==> src/rtl/core_ctrl_pkg.sv <==
// core_ctrl_pkg: shared types for the tiny-riscv core.
//   ls_op_t       load/store opcode from the decoder
//   i_*           branch/jump opcodes carried on br_op
//   ctrl_state_t  sequencer states
//   wb_sel_t      write-back mux select
//   trap_cause_t  reason the core halted
//   is_store()    true for SB/SH/SW
package core_ctrl_pkg;

    typedef enum logic [3:0] {
        i_LSNOP,
        i_LB,
        i_LH,
        i_LW,
        i_LBU,
        i_LHU,
        i_SB,
        i_SH,
        i_SW
    } ls_op_t;

    localparam logic [3:0] i_BRNOP = 4'd0;
    localparam logic [3:0] i_BEQ   = 4'd1;
    localparam logic [3:0] i_BNE   = 4'd2;
    localparam logic [3:0] i_BLT   = 4'd3;
    localparam logic [3:0] i_BGE   = 4'd4;
    localparam logic [3:0] i_BLTU  = 4'd5;
    localparam logic [3:0] i_BGEU  = 4'd6;
    localparam logic [3:0] i_JAL   = 4'd7;
    localparam logic [3:0] i_JALR  = 4'd8;

    typedef enum logic [2:0] {
        ST_FETCH,
        ST_DECODE,
        ST_EXEC,
        ST_MEM,
        ST_WB,
        ST_TRAP
    } ctrl_state_t;

    typedef enum logic [1:0] {
        WB_ALU,
        WB_MEM,
        WB_PC4
    } wb_sel_t;

    typedef enum logic [1:0] {
        TRAP_NONE,
        TRAP_ILLEGAL_LS,
        TRAP_BUS_TIMEOUT
    } trap_cause_t;

    function automatic logic is_store(input ls_op_t op);
        return (op == i_SB) || (op == i_SH) || (op == i_SW);
    endfunction

endpackage

==> src/rtl/core_ctrl_mem_timeout.sv <==
// mem_timeout: counts memory wait cycles and flags when the limit is reached.
//   clk, reset  clock, synchronous active-high reset
//   clear       restart the count (state entry)
//   enable      count this cycle (request outstanding, mem_ready low)
//   expired     count has reached TIMEOUT_CYCLES; never set when TIMEOUT_CYCLES is 0
module mem_timeout #(
    parameter int unsigned TIMEOUT_CYCLES = 255
) (
    input  logic clk,
    input  logic reset,
    input  logic clear,
    input  logic enable,
    output logic expired
);

    localparam int unsigned CNT_W = (TIMEOUT_CYCLES > 0) ? $clog2(TIMEOUT_CYCLES + 1) : 1;
    localparam logic [CNT_W-1:0] LIMIT = CNT_W'(TIMEOUT_CYCLES);

    logic [CNT_W-1:0] count_q;

    // Saturates at LIMIT so a held expiry cannot wrap back to zero.
    always_ff @(posedge clk) begin
        if (reset || clear) begin
            count_q <= '0;
        end else if (enable && (count_q != LIMIT)) begin
            count_q <= count_q + CNT_W'(1);
        end
    end

    assign expired = (TIMEOUT_CYCLES != 0) && (count_q == LIMIT);

endmodule

==> src/rtl/core_ctrl.sv <==
// core_ctrl: multi-cycle sequencer owning the shared memory port.
//   clk, reset          clock, synchronous active-high reset
//   mem_req/addr_sel/we memory request, 0=PC 1=ALU address, store enable
//   mem_ready           access complete this cycle
//   ir_we               latch fetched word into IR
//   is_alu_op, is_ls_op, ls_op, is_br_op, br_op, br_taken   decoder/branch inputs
//   rf_we, wb_sel       register-file write strobe and source
//   pc_we, pc_sel       PC update strobe, 0=PC+4 1=target
//   instret             retired-instruction count
//   halted, trap_cause  trap status
module core_ctrl
    import core_ctrl_pkg::*;
#(
    parameter int unsigned TIMEOUT_CYCLES = 255
) (
    input  logic        clk,
    input  logic        reset,
    output logic        mem_req,
    output logic        mem_addr_sel,
    output logic        mem_we,
    input  logic        mem_ready,
    output logic        ir_we,
    input  logic        is_alu_op,
    input  logic        is_ls_op,
    input  ls_op_t      ls_op,
    input  logic        is_br_op,
    input  logic [3:0]  br_op,
    input  logic        br_taken,
    output logic        rf_we,
    output wb_sel_t     wb_sel,
    output logic        pc_we,
    output logic        pc_sel,
    output logic [31:0] instret,
    output logic        halted,
    output trap_cause_t trap_cause
);

    ctrl_state_t state_q, state_d;
    trap_cause_t cause_q, cause_d;
    logic [31:0] instret_q;
    logic        expired;
    logic        wait_en;
    logic        wait_clear;

    assign wait_en    = ((state_q == ST_FETCH) || (state_q == ST_MEM)) && !mem_ready;
    assign wait_clear = (state_d != state_q);

    mem_timeout #(
        .TIMEOUT_CYCLES(TIMEOUT_CYCLES)
    ) u_timeout (
        .clk    (clk),
        .reset  (reset),
        .clear  (wait_clear),
        .enable (wait_en),
        .expired(expired)
    );

    // instret_q is written only in WB so it holds its value in every other state.
    always_ff @(posedge clk) begin
        if (reset) begin
            state_q   <= ST_FETCH;
            cause_q   <= TRAP_NONE;
            instret_q <= '0;
        end else begin
            state_q <= state_d;
            cause_q <= cause_d;
            if (state_q == ST_WB) begin
                instret_q <= instret_q + 32'd1;
            end
        end
    end

    // Outputs are forced to their idle values while reset is high so an
    // interrupted access drops its request in the reset cycle itself.
    always_comb begin
        state_d      = state_q;
        cause_d      = cause_q;
        mem_req      = 1'b0;
        mem_addr_sel = 1'b0;
        mem_we       = 1'b0;
        ir_we        = 1'b0;
        rf_we        = 1'b0;
        wb_sel       = WB_ALU;
        pc_we        = 1'b0;
        pc_sel       = 1'b0;
        halted       = 1'b0;
        instret      = '0;
        trap_cause   = TRAP_NONE;

        case (state_q)
            ST_FETCH: begin
                // Expiry wins over a mem_ready arriving in the same cycle.
                if (expired) begin
                    state_d = ST_TRAP;
                    cause_d = TRAP_BUS_TIMEOUT;
                end else if (mem_ready) begin
                    state_d = ST_DECODE;
                end
            end
            ST_DECODE: state_d = ST_EXEC;
            ST_EXEC: begin
                if (is_ls_op) begin
                    if (ls_op == i_LSNOP) begin
                        state_d = ST_TRAP;
                        cause_d = TRAP_ILLEGAL_LS;
                    end else begin
                        state_d = ST_MEM;
                    end
                end else begin
                    state_d = ST_WB;
                end
            end
            ST_MEM: begin
                if (expired) begin
                    state_d = ST_TRAP;
                    cause_d = TRAP_BUS_TIMEOUT;
                end else if (mem_ready) begin
                    state_d = ST_WB;
                end
            end
            ST_WB:   state_d = ST_FETCH;
            ST_TRAP: state_d = ST_TRAP;
            default: state_d = ST_FETCH;
        endcase

        if (!reset) begin
            instret    = instret_q;
            trap_cause = cause_q;
            case (state_q)
                ST_FETCH: begin
                    mem_req = 1'b1;
                    ir_we   = mem_ready && !expired;
                end
                ST_MEM: begin
                    mem_req      = 1'b1;
                    mem_addr_sel = 1'b1;
                    mem_we       = is_store(ls_op);
                end
                ST_WB: begin
                    pc_we  = 1'b1;
                    pc_sel = is_br_op && br_taken;
                    if (is_ls_op) begin
                        if (!is_store(ls_op)) begin
                            rf_we  = 1'b1;
                            wb_sel = WB_MEM;
                        end
                    end else if (is_br_op) begin
                        if ((br_op == i_JAL) || (br_op == i_JALR)) begin
                            rf_we  = 1'b1;
                            wb_sel = WB_PC4;
                        end
                    end else if (is_alu_op) begin
                        rf_we  = 1'b1;
                        wb_sel = WB_ALU;
                    end
                end
                ST_TRAP: halted = 1'b1;
                default: ;
            endcase
        end
    end

endmodule
==> config.mk <==
export PLATFORM = sky130hd
export DESIGN_NAME = core_ctrl
export DESIGN_NICKNAME = d
export VERILOG_FILES = /design/src/rtl/core_ctrl_pkg.sv /design/src/rtl/core_ctrl_mem_timeout.sv /design/src/rtl/core_ctrl.sv
export SDC_FILE = /design/constraint.sdc
export NUM_CORES = 1
export LEC_CHECK = 0
export CORE_AREA = 2 2 75 84
export CTS_BUF_LIST = sky130_fd_sc_hd__clkbuf_8
export DETAILED_ROUTE_END_ITERATION = 10
export DIE_AREA = 0 0 77 86
export HOLD_SLACK_MARGIN = 0.03
export PLACE_DENSITY = 0.76
export SKIP_LAST_GASP = 1
export SLEW_MARGIN = 25
export SYNTH_ARGS = -nofsm -noshare
export SYNTH_HDL_FRONTEND = slang
export SYNTH_HIERARCHICAL = 1
export SYNTH_SLANG_ARGS = --single-unit
==> constraint.sdc <==
create_clock -name clk -period 1.9 [get_ports clk]
set_input_delay 0.19 -clock clk [delete_from_list [all_inputs] [get_ports clk]]
set_output_delay 0.19 -clock clk [all_outputs]
set_load 0.01 [all_outputs]
# Word level (Yosys, flattened, before mapping)

Cells that the tools add are included.
W data, S select, Z words.

Bits in registers: 45
Latch bits: 0
Memory bits (writable): 0
Memory bits (read-only): 0
Bits of input ports: 15
Logic and storage cells: 78
Memories: 0

Add/subtract/negate cells: 2
$mul: 0
Div/mod/pow operators: 0
$lt $le $gt $ge: 0
Eq/ne operators: 16
Shifts and indexed selects: 0
Mux-type cells: 40
Bitwise gates (word level): 0
Reductions and logical operators: 16

Operators with widths:

| kind                    | number |
|---|---|
| $add A32 B1 Y32 const B | 1 |
| $mux W32                | 1 |
| $mux W1                 | 22 |
| $mux W2                 | 9 |
| $mux W3                 | 6 |
| $pmux W3 S5             | 1 |
| $eq A4 B3 Y1 const B    | 3 |
| $add A8 B1 Y8 const B   | 1 |
| $eq A4 B4 Y1 const B    | 2 |
| $eq A8 B8 Y1 const B    | 1 |
| $ne A8 B8 Y1 const B    | 1 |
| $eq A3 B2 Y1 const B    | 2 |
| $eq A3 B3 Y1 const B    | 2 |
| $logic_or A1 B1 Y1      | 5 |
| $logic_and A1 B1 Y1     | 4 |
| $logic_not A4 Y1        | 1 |
| $ne A2 B2 Y1 const B    | 2 |
| $pmux W2 S2             | 1 |
| $reduce_and A4 Y1       | 1 |
| $eq A3 B1 Y1 const B    | 1 |
| $logic_not A3 Y1        | 1 |
| $ne A3 B3 Y1            | 1 |
| $logic_not A1 Y1        | 2 |
| $ne A2 B1 Y1 const B    | 1 |
| 2 further kinds         | 2 |

# Logic depth before layout (Yosys ltp)

Gate-level depths: netlist of run 1.

Word-level depth: 7
Depth in mapped cells: 11
Gate-level depth less buffers: 10

# Cells and area by module

The synthesis of run 1 kept the hierarchy.

Modules (own cells, without submodules):

| module      | times used | cells an instance | area each (µm²) | seq. area each (µm²) |
|---|---|---|---|---|
| core_ctrl   | 1          | 280               | 2213.4          | 740.7 |
| mem_timeout | 1          | 49                | 425.4           | 160.2 |

# Least setup slack after synthesis of run 1

OpenSTA, ideal clock, no wires.

Kind: register -> register
From: register u_timeout.count_q[6]
To: register u_timeout.count_q[4]
Arrival: 1.938 ns
Required time: 1.826 ns
Slack: -0.112 ns
Cell stages (with the launch flop): 12
Period minus slack after synthesis: 2.012 ns
Path through: dfxtp_1 and3_1 buf_2 inv_1 nor3_1 or2_2 nor3_1 a21oi_1 o32a_1 nor2_1 o21ai_0 a31oi_1

Word-level cells in the longest chain between the ends: 5
Elaborated cells between the ends (all ways): 8

Ends and longest elaborated chain:

| item                              | line                              | text |
|---|---|---|
| start, declared                   | core_ctrl_mem_timeout.sv:19       | `logic [CNT_W-1:0] count_q;` |
| start signal, assigned            | core_ctrl_mem_timeout.sv:26       | `count_q <= count_q + CNT_W'(1);` |
| $eq A8 B8 Y1 *                    | core_ctrl_mem_timeout.sv:30       | `assign expired = (TIMEOUT_CYCLES != 0) && (count_q == LIMIT);` |
| net expired                       | core_ctrl.sv:41                   | `logic expired;` |
| $mux W3, on equally long branches | core_ctrl.sv:114, core_ctrl.sv:93 |  |
| $pmux W3 S5 *                     | core_ctrl.sv:90                   | `case (state_q)` |
| $ne A3 B3 Y1 *                    | core_ctrl.sv:46                   | `assign wait_clear = (state_d != state_q);` |
| net wait_clear                    | core_ctrl.sv:43                   | `logic wait_clear;` |
| $logic_or A1 B1 Y1 *              | core_ctrl_mem_timeout.sv:23       | `if (reset \|\| clear) begin` |

The timed path passes the listed nets; every way through them passes the cells marked *.
A chain may end at the register's enable or synchronous reset.

# Final worst setup path of run 1

From: register instret_q[15]
To: register instret_q[25]

Word-level cells in the longest chain between the ends: 1

Ends and longest elaborated chain:

| item                   | line            | text |
|---|---|---|
| start, declared        | core_ctrl.sv:40 | `logic [31:0] instret_q;` |
| start signal, assigned | core_ctrl.sv:68 | `instret_q <= instret_q + 32'd1;` |
| $add A32 B1 Y32        | core_ctrl.sv:68 |  |

No other way between the ends.

==> qor.csv, run 1 <==
stage,metric,value,unit
route,DRC viols,0,
clock_tree,Root Buffer Master,clkbuf_8,
global_routing,overall routing resource usage,21.7,%
setup_path,critical path arrival,2.12,ns
sta,Final Hold Viols,0,
clock_tree,H-tree levels,2,
place,gpl congestion,0.886,
flow_run,max-cap violations,0,
setup_path,Crit Path Max Fanout,7,
clock_tree,Skew-Pair Late Insertion Delay,0.30,ns
final_layout,multi-input gate area in the final layout,1870,µm²
route,Avg WL per Cell,15.3,µm
route,1st-iter DRT viols,154,
power,Comb pwr share,17.0,%
place,PortBufs,58,
final_layout,"commonest non-fill, non-tap cell in the layout",buf_4,
floorplan,core area,5730,µm²
yosys,"Warnings, synthesis",6,
yosys,sequential share of the synthesized area,34.1,%
floorplan,Die ar.,6620,µm²
sta,Slew @ Worst Pin,0.394,ns
power,Switching Fraction,25.4,%
setup_path,type of the worst setup path,register to register,
sta,final worst setup slack,-0.0186,ns
route,"wirelength, routed",7940,µm
clock_tree,CTS Buffer Depth,2,
floorplan,die extent in x,77,µm
sta,Setup Skew,0.00856,ns
global_routing,total congestion overflow,0,
floorplan,Starting Density,46.0,%
yosys,#FFs+latches synth,45,
setup_path,CP Capture Type,register,
yosys,Post-Synthesis Cells,329,
route,routed vias/inst,5.61,
sta,crit share post-route,101,%
place,Area after DPL,3660,µm²
final_layout,final core occ,72.2,%
final_layout,Nets,459,
power,Power Total,2080,µW
yosys,Synth cell types,53,
power,Reg power frac,46.7,%
final_layout,sequential cell area,916,µm²
min_path,Hold Path Class,input pin to register,
global_routing,first-pass GRT wire length,11900,µm
clock_tree,clock-pin transition on the worst setup and hold timing paths,0.09,ns
sta,Pins Over Slew Limit,0,
yosys,Yosys top cell area share,34.1,%
sta,Worst slew margin,73.1,%
run_status,status,finished with violations,
power,internal power,1550,µW
yosys,"Avg Cell Area, Syn",8.02,µm²
yosys,Synthesized Nets,346,
clock_tree,CTS sink cnt,45,
sta,RSZ-0062 raised after global routing,yes,
sta,Fmax achieved,0.521,GHz
sta,min cycle time layout,1.92,ns
clock_tree,CTS tree,built,
final_layout,fillers,443,
floorplan,Cell Rows,29,
power,NetSw,529,µW
clock_tree,TritonCTS Buffers,5,
power,Pwr per Cell Area,502,nW/µm²
power,LEAKAGE,0.00168,µW
floorplan,die height,86,µm
global_routing,number of global-route vias before repair,2733,
yosys,Area contributors post-synth,"dfxtp_1, nor2b_1, mux2_2",
final_layout,"Design Area, Final",4140,µm²
power,Max rail drop VDD,0.367,mV
route,first-pass iteration count of the detailed router,4,
power,clock share of power,36.3,%
route,via count,2916,
setup_path,Setup crit start kind,register,
final_layout,layout cells sized above 1,31.4,%
place,HPWL after detailed placement,5080,µm
final_layout,Antenna diodes,0,
final_layout,"commonest cells after routing, fill and taps aside","buf_4, clkdlybuf4s50_1, nor2b_1, dfxtp_1, nor2_1",
floorplan,IO Pins,59,
sta,Final setup viols,2,
setup_path,Worst Path Required,2.10,ns
yosys,mapped cell area,2640,µm²
run_status,failing checks,setup timing,
global_routing,initial antenna violation count,0,
yosys,leading area contributor after synthesis,dfxtp_1,
route,post-route antenna net violation count,0,
final_layout,P&R area growth vs syn,56.8,%
global_routing,pin count of the biggest net entering global routing,45,
==> registers in the layout, summed over array words and instances (netlist names) <==
name,cells
instret_q,32
u_timeout/count_q,8
state_q,3
cause_q,2
==> worst max-delay path, stage by stage (launching register included) <==
cell	delay, ns
dfxtp_1	0.46
nand4_1	0.23
or4b_4	0.60
nor3_2	0.20
mux2_2	0.34
==> through the flow <==
| step | TNS [ns] | cells | hold slack (ns) | setup slack [ns] |
|---|---|---|---|---|
| floorplan | 0 | 329 | 0.267 | 0.00116 |
| global placement | -2.19 | 497 | 0.475 | -0.532 |
| detailed placement | -2.89 | 497 | 0.479 | -0.565 |
| CTS | -0.121 | 514 | 0.320 | -0.0827 |
| global route | -0.743 | 520 | 0.346 | -0.117 |
| finish | -0.0369 | 520 | 0.337 | -0.0186 |
==> area by class of cell <==
class                      instances  area share (%)
clock inverter                     2           0.816
sequential                        45            22.1
clock buffer                       6            2.00
timing repair buffer             122            26.5
tap                               77            2.33
inverter                          10           0.968
multi-input combinational        258            45.2
==> final timing paths <==
| kind | startpoint | to | slack [ns] | depth (start not counted) |
|---|---|---|---|---|
| setup / recovery | instret_q[15] | instret_q[25] | -0.02 | 4 |
| setup reg to reg | instret_q[15] | instret_q[25] | -0.02 | 4 |
| hold reg to reg | cause_q[0] | cause_q[0] | 0.49 | 2 |
| hold / removal | reset | state_q[1] | 0.34 | 3 |
==> power by group through the flow <==
stage	Combinational, µW	Sequential [µW]	Clock, µW
2_1_floorplan	172	986	0
3_3_place_gp	312	987	0
3_5_place_dp	320	988	0
4_1_cts	324	969	757
5_1_grt	379	974	801
6_report	353	971	755
==> Yosys cell counts (all sizes together) <==
library cell	instances
a2111oi	4
a211oi	1
a21o	1
a21oi	22
a22oi	1
a311oi	2
a31oi	3
a41oi	1
and2	2
and3	8
and3b	2
and4	5
and4bb	1
buf	7
clkbuf	9
dfxtp	45
ha	2
inv	10
mux2	13
mux2i	4
nand2	24
nand2b	2
nand3	7
nand4	12
nand4b	1
nand4bb	1
nor2	31
nor2b	35
nor3	22
nor3b	1
nor4	3
o21a	1
o21ai	9
o21bai	1
o311a	1
o31a	1
o31ai	5
o32a	1
or2	3
or3	8
or4	6
or4b	2
xnor2	5
xor2	4
==> cell families (layout without fill, tap and decap cells) <==
logic type	count (synthesis)	in the layout	share of synthesized area (%)
buffers and inverters	26	140	4.50
XOR/XNOR	9	9	2.99
AND/OR/NAND/NOR	176	176	37.5
flip-flops	45	45	34.1
adder cells (fa/ha/maj)	2	2	0.948
AO/OA/AOI/OAI	54	54	12.9
multiplexers	17	17	7.07
==> routing by layer <==
| layer | up-vias | GRT usage, % | share of wire, % |
|---|---|---|---|
| li1 | 1415 | - | - |
| met1 | 1405 | 25.2 | 42 |
| met2 | 84 | 39.5 | 52 |
| met3 | 12 | 4.84 | 4.8 |
| met4 | 0 | 7.47 | 1.5 |
| met5 | - | 0 | 0 |
==> what timing repair did <==
item	CTS	global route
endpoints found under the setup margin	28	31
gates resized for setup	42	35
buffers inserted	11	5
cloned	0	1
hold buffers	0	0
pin swaps	10	13
No activity file was read; power rests on OpenSTA's default activity.
==> run 2, diff against run 1 <==
--- a/config.mk
+++ b/config.mk
@@ -5,12 +5,12 @@
 export SDC_FILE = /design/constraint.sdc
 export NUM_CORES = 1
 export LEC_CHECK = 0
-export CORE_AREA = 2 2 75 84
+export CORE_AREA = 2 2 101 113
 export CTS_BUF_LIST = sky130_fd_sc_hd__clkbuf_8
 export DETAILED_ROUTE_END_ITERATION = 10
-export DIE_AREA = 0 0 77 86
+export DIE_AREA = 0 0 103 115
 export HOLD_SLACK_MARGIN = 0.03
-export PLACE_DENSITY = 0.76
+export PLACE_DENSITY = 0.54
 export SKIP_LAST_GASP = 1
 export SLEW_MARGIN = 25
 export SYNTH_ARGS = -nofsm -noshare
==> qor.csv, run 2 (synthesis results as in run 1) <==
stage,metric,value,unit,change
place,Area after DPL,3810,µm²,+4.1%
setup_path,CP max-delay cell,or3_1,,
setup_path,CP Cell Sequence,"and3_4, inv_4, nor3_4, or2_4, nor3_2, a21oi_1, o32a_4, or3_1, mux2i_1",,
route,DRC viols,0,,unchanged
place,HPWL after detailed placement,5480,µm,+7.8%
power,LEAKAGE,0.00159,µW,-5.2%
route,"wirelength, routed",7500,µm,-5.5%
final_layout,Antenna diodes,0,,unchanged
final_layout,largest reg by FF count,instret_q,,
clock_tree,clock-pin transition on the worst setup and hold timing paths,0.10,ns,about the same
final_layout,sequential cell area,918,µm²,+0.27%
route,post-route antenna net violation count,0,,unchanged
place,gpl congestion,0.761,,-14%
sta,Worst slew margin,67.1,%,-6.0 points
clock_tree,H-tree levels,2,,unchanged
setup_path,Worst Path Required,2.13,ns,+0.03 ns
global_routing,initial antenna violation count,0,,unchanged
route,met3 routed WL,340,µm,-12%
sta,min cycle time layout,1.87,ns,-0.0442 ns
sta,hold_ws,0.333,ns,-0.00392 ns
sta,Pins Over Slew Limit,0,,unchanged
sta,RSZ-0062 raised after global routing,yes,,
global_routing,number of global-route vias before repair,2663,,-2.6%
clock_tree,Skew-Pair Late Insertion Delay,0.31,ns,about the same
clock_tree,CTS Buffer Depth,2,,unchanged
sta,Slew @ Worst Pin,0.481,ns,+0.0870 ns
global_routing,total congestion overflow,0,,unchanged
route,1st-iter DRT viols,145,,-5.8%
sta,Final Hold Viols,0,,unchanged
route,routed vias/inst,4.72,,-16%
setup_path,critical path arrival,2.11,ns,about the same
route,via count,2789,,-4.4%
power,Pwr per Cell Area,473,nW/µm²,-5.8%
setup_path,type of the worst setup path,register to register,,
power,Max rail drop VDD,0.211,mV,-43%
route,first-pass iteration count of the detailed router,5,,+1
sta,setup TNS,0,ns,+0.0369 ns
setup_path,CP bufs+invs,1,,+1
route,met2 WL,3770,µm,-8.6%
setup_path,crit-path leading delay family,simple AND/OR/NAND/NOR gates,,
floorplan,core area,10700,µm²,+87%
clock_tree,Root Buffer Master,clkbuf_8,,
final_layout,biggest regs,"instret_q (32), u_timeout/count_q (8), state_q (3)",,
floorplan,IO Pins,59,,unchanged
setup_path,Crit Path Max Fanout,6,,-1
route,Avg WL per Cell,12.7,µm,-17%
global_routing,pin count of the biggest net entering global routing,61,,+36%
final_layout,"commonest cells after routing, fill and taps aside","buf_4, clkdlybuf4s50_1, nor2b_1, dfxtp_1, nor2_1",,
sta,Final setup viols,0,,-2
flow_run,max-cap violations,0,,unchanged
clock_tree,CTS tree,built,,
setup_path,CP Capture Type,register,,
min_path,hold path startpoint,reset,,
final_layout,"commonest non-fill, non-tap cell in the layout",buf_4,,
floorplan,Die ar.,11800,µm²,+79%
sta,Fmax achieved,0.534,GHz,+2.4%
final_layout,max reg flops,32,,unchanged
sta,Setup Skew,0.0101,ns,+0.00152 ns
route,Top Metal Used,met4,,
sta,crit share post-route,98.7,%,-2.3 points
setup_path,Worst path max stage delay,0.38,ns,-0.22 ns
final_layout,layout cells sized above 1,31.8,%,+0.38 points
floorplan,die height,115,µm,+34%
setup_path,Setup crit start kind,register,,
final_layout,P&R area growth vs syn,56.5,%,
place,PortBufs,58,,unchanged
setup_path,reg-to-reg startpoint,u_timeout/count_q[6],,
global_routing,overall routing resource usage,12.5,%,-9.2 points
final_layout,multi-input gate area in the final layout,1810,µm²,-3.4%
clock_tree,TritonCTS Buffers,5,,unchanged
final_layout,"Design Area, Final",4130,µm²,-0.18%
final_layout,Nets,460,,+0.22%
route,M1 WL,3290,µm,-0.42%
floorplan,Cell Rows,40,,+38%
floorplan,die extent in x,103,µm,+34%
min_path,Hold Path Class,input pin to register,,
global_routing,first-pass GRT wire length,12000,µm,+1.2%
final_layout,fillers,1130,,+160%
run_status,status,"finished, final reports clean",,
setup_path,Setup crit start,u_timeout/count_q[6],,
floorplan,Starting Density,24.6,%,-21 points
clock_tree,CTS sink cnt,45,,unchanged
==> run 2: worst paths after layout <==
kind	slack [ns]	to	cells past startpoint
worst max register to register	0.03	u_timeout/count_q[5]	9
worst min-delay path	0.33	instret_q[0]	3
worst max-delay path	0.03	u_timeout/count_q[5]	9
worst min register to register	0.48	cause_q[0]	2
==> run 2: through the flow <==
stage | setup WS [ns] | total power [µW] | std cells | util [%]
after floorplan | 0.00116 | 1160 | 329 | -
after global placement | -0.540 | 1310 | 577 | 35.6
after detailed placement | -0.579 | 1320 | 577 | 35.6
after CTS | -0.100 | 1980 | 587 | 37.7
after global routing | -0.0607 | 2060 | 591 | 38.6
final | 0.0256 | 1950 | 591 | 38.6
==> run 2: final cells by class <==
class,instances,area share [%]
tap,147,4.45
clock buffer,5,1.67
clock inverter,3,0.545
inverter,10,0.969
sequential,45,22.2
multi-input combinational,258,43.7
timing repair buffer,123,26.4
==> run 2: where the power goes <==
part,internal (µW),switching [µW]
registers,959,16.1
clock network,262,365
logic,183,171
==> run 2: worst min-delay path: cells and delay by family <==
family | cells | cell delay (ns)
AND/OR/NAND/NOR | 1 | 0.05
buffers and inverters | 2 | 0.37
==> run 2: per-layer routing <==
metal,vias to the layer above,global-route usage (%)
li1,1428,-
met1,1290,15.3
met2,64,22.1
met3,7,2.13
met4,0,3.95
met5,-,0
==> run 2: what timing repair did <==
item / CTS / global route
setup buffers: 2 / 4
setup endpoints to repair: 30 / 28
resized for setup: 45 / 26
hold buffers: 0 / 0
pin swaps: 7 / 5
